$ cat config.mk
export PLATFORM = sky130hd
export DESIGN_NAME = b_to_g_counter
export DESIGN_NICKNAME = d
export VERILOG_FILES = /design/src/rtl/b_to_g_counter.sv
export SDC_FILE = /design/constraint.sdc
export NUM_CORES = 1
export LEC_CHECK = 0
export BUFFER_PORTS_ARGS = -buffer_cell sky130_fd_sc_hd__clkbuf_2
export CAP_MARGIN = 15
export CORE_AREA = 2 2 43 54
export CTS_CLUSTER_SIZE = 12
export DETAILED_ROUTE_END_ITERATION = 12
export DIE_AREA = 0 0 45 56
export GPL_TIMING_DRIVEN = 0
export PLACE_DENSITY_LB_ADDON = 0.12
export SETUP_SLACK_MARGIN = 0.2
export SLEW_MARGIN = 20
export SYNTH_ARGS = -nofsm -noshare
export SYNTH_HDL_FRONTEND = slang
export SYNTH_SLANG_ARGS = --single-unit
$ cat constraint.sdc
create_clock -name clk -period 1.6 [get_ports clk]
set_input_delay 0 -clock clk [delete_from_list [all_inputs] [get_ports clk]]
set_output_delay 0 -clock clk [all_outputs]
set_load 0.03 [all_outputs]
$ cat src/rtl/b_to_g_counter.sv
// Binary up/down counter with a registered Gray view of the same count.
// Both views load from one next-value so they never disagree, even for a single cycle.
module b_to_g_counter #(
    parameter int WIDTH = 4
) (
    input  logic             clk,
    input  logic             rst,
    input  logic             en,
    input  logic             up,
    input  logic             load,
    input  logic [WIDTH-1:0] load_val,
    output logic [WIDTH-1:0] bin_out,
    output logic [WIDTH-1:0] gray_out,
    output logic             tc,
    output logic             wrap
);

    logic [WIDTH-1:0] r_bin;
    logic [WIDTH-1:0] r_gray;
    logic             r_wrap;
    logic [WIDTH-1:0] w_next;
    logic             w_at_top;
    logic             w_at_bottom;
    logic             w_tc;

    function automatic logic [WIDTH-1:0] bin2gray(input logic [WIDTH-1:0] b);
        return b ^ (b >> 1);
    endfunction

    always_comb begin
        w_next      = up ? (r_bin + WIDTH'(1)) : (r_bin - WIDTH'(1));
        w_at_top    = (r_bin == {WIDTH{1'b1}});
        w_at_bottom = (r_bin == '0);
        w_tc        = en & ~load & (up ? w_at_top : w_at_bottom);
    end

    // w_tc already folds in load and en, so it is exactly the next wrap pulse.
    always_ff @(posedge clk) begin
        if (rst) begin
            r_bin  <= '0;
            r_gray <= '0;
            r_wrap <= 1'b0;
        end else begin
            r_wrap <= w_tc;
            if (load) begin
                r_bin  <= load_val;
                r_gray <= bin2gray(load_val);
            end else if (en) begin
                r_bin  <= w_next;
                r_gray <= bin2gray(w_next);
            end
        end
    end

    assign bin_out  = r_bin;
    assign gray_out = r_gray;
    assign tc       = w_tc;
    assign wrap     = r_wrap;

endmodule

==> results.yml <==
cells_and_area:
  fin_nets: 106
  n_antenna_cell: 0
  syn_to_final_growth_pct: 64.3
  finalNonFillerCells: 113
  drive_gt1_share_pct: 49.5
  stdcell_area_um2: 880
clock_tree:
  cts_tree: "done"
  cts.sinks: 8
  clk_latency_ps: 260
  cts_buffers: 3
  cts.clk_slew.worst_paths_ps: 60
  cts_max_level: 1
  root_buffer: "clkbuf_4"
  clockBufferDepth: 2
yosys:
  synth_area_um2: 536
  seq_area_frac_synth_pct: 29.9
  ys_types: 28
  synthesis.nets: 75
  yosys_warnings: 0
  syn_inst: 63
  synth-seq-cells: 8
  avgSynthCellArea_um2: 8.50
power:
  powerDensity_nw_per_um2: 840
  p_seq_share_pct: 31.6
  swShare_pct: 34.7
  power_frac_comb_pct: 45.0
  p_sw_w: 0.000256
  clkPwrFrac_pct: 23.5
  cell_internal_pwr_w: 0.000482
  irDropWorstVdd_mv: 0.442
  leakagePower_nw: 0.389
floorplan:
  ios: 19
  die_w_um: 45
  coreArea_um2: 1980
  die_h_um: 56
  std_cell_rows: 18
  initial_core_util_pct: 27.0
  die_area_um2: 2520
timing:
  skew_ps: 7.14
  setup_tns_ps: 0
  final_hold_viol_count: 0
  rsz0062_at_grt: "true"
  slew_violations: 0
  fmax_mhz: 647
  relSlewSlack_pct: 69.3
  finalCritPeriodShare_pct: 96.6
  layout_min_cycle_time_ps: 1540
  worst_slew_pin_slew_ps: 461
  final-setup-viol-count: 0
global_routing:
  grt_max_degree: 11
  first_global_vias: 562
  grt_use_total_pct: 13.9
  grt_pass1_wl_um: 2570
  antenna_found_initial: 0
  grt_overflow: 0
place:
  dpl_cell_area_um2: 669
  place_inst: 98
  dpl.hpwl_um: 1000
  routabilityCongestion: 0.679
  io_buffers: 15
hold_path:
  hold_class: "in2reg"
  min_from: "load_val[1]"
setup_path:
  critPathKind: "reg2reg"
  crit_fanout: 4
  startpoint: "bin_out[1]"
  cp.arrival_ps: 1680
  critPathLaunchType: "flop"
  crit-reg2reg-launch: "bin_out[1]"
  end_kind: "flop"
  worstPathRequired_ps: 1730
drt:
  wire_per_inst_um: 12.6
  antenna_left: 0
  vias_per_cell: 5.02
  first_iter_violations: 3
  vias: 567
  routed_wl_um: 1420
  drc: 0
  dr.pass1.iters: 2
outcome:
  status: "finished, final reports clean"
job:
  cap_violations: 0
[cell usage after synthesis, drive strengths merged]
| library cell | n | area share [%] |
|---|---|---|
| nor2 | 10 | 7.5 |
| a21oi | 8 | 7.5 |
| dfxtp | 8 | 30 |
| xnor2 | 7 | 11 |
| buf | 4 | 4.0 |
| a211oi | 3 | 4.2 |
| ha | 2 | 4.7 |
| inv | 2 | 1.4 |
| nor3 | 2 | 1.9 |
| nor4 | 2 | 2.3 |
| a211o | 1 | 1.6 |
| a21o | 1 | 1.4 |
| a221oi | 1 | 1.6 |
| and3 | 1 | 2.1 |
| clkbuf | 1 | 0.70 |
| fa | 1 | 3.7 |
| mux2i | 1 | 1.9 |
| nand2 | 1 | 0.70 |
| nand3 | 1 | 0.93 |
| nand4 | 1 | 1.2 |
| nor3b | 1 | 1.4 |
| o21ai | 1 | 0.93 |
| or3 | 1 | 1.2 |
| xnor3 | 1 | 4.2 |
| xor2 | 1 | 1.6 |
[flip-flops by register name (all words and copies together), names as in the netlist]
register,cells
wrap,1
gray_out,3
bin_out,4
[stage by stage]
step	total power, W	setup WS [ps]	utilization (%)	hold slack (ps)
floorplan	0.000421	79.2	-	139
global placement	0.000477	17.9	33.8	264
detailed placement	0.000477	20.1	33.8	268
CTS	0.000733	39.1	43.1	48.8
global route	0.000788	-22.4	44.4	78.2
finish	0.000738	55.0	44.4	46.0
[cells by family after synthesis]
group           synth area share, %
simple gates                   19.2
compound gates                 17.3
xor+xnor                       17.3
flops                          29.9
buf+inv                        6.07
fa+ha+maj                      8.41
mux                            1.87
[final timing paths]
| check | cells past startpoint | slack, ps | endpoint |
|---|---|---|---|
| worst max-delay path | 5 | 60 | gray_out[0] |
| worst min-delay path | 3 | 50 | bin_out[1] |
| worst max register to register | 5 | 60 | gray_out[0] |
| worst min register to register | 2 | 590 | gray_out[1] |
[worst max-delay path: stages, from the launching register on]
cell	delay (ps)
dfxtp_4	360
fa_2	610
xor2_1	150
nor2_1	50
a211oi_1	170
a211oi_1	60
[power by group through the flow]
stage	Clock, W	Sequential, W	Combinational (W)
after floorplan	0	0.000272	0.000148
after global placement	0	0.000241	0.000235
after detailed placement	0	0.000242	0.000235
after CTS	0.000183	0.000233	0.000317
after global routing	0.000189	0.000236	0.000363
final	0.000173	0.000233	0.000332
[layout by cell type (no fill, tap or decap), types with 2 or more instances in the layout]
cell type	count
a211oi_1	2
clkbuf_1	2
clkbuf_2	14
buf_12	3
dfxtp_1	4
a21oi_2	2
inv_1	2
nor2_1	9
buf_4	9
dfxtp_4	4
clkbuf_4	3
a21oi_1	6
buf_2	2
xnor2_1	6
[area by class of cell]
class	instances	area [um^2]
sequential	8	175
timing repair buffer	26	200
fill	213	1100
buffer	5	25.0
inverter	2	7.51
clock buffer	4	26.3
multi-input combinational	48	420
tap	20	25.0
[per-layer routing]
metal,track usage (%),share of wire [%],vias to the layer above
met5,0,0,-
met3,1.95,4.8,5
met2,20.6,47,16
met1,18.2,45,262
met4,8.82,3.0,0
li1,-,-,284
[timing repair]
action | CTS | global route
endpoints found under the hold margin | 1 | 0
pin swaps | 10 | 5
hold buffers | 1 | 0
buffers inserted | 9 | 1
resized for setup | 8 | 5
endpoints found under the setup margin | 6 | 7
Note: power is estimated with default switching activity, not from simulation.
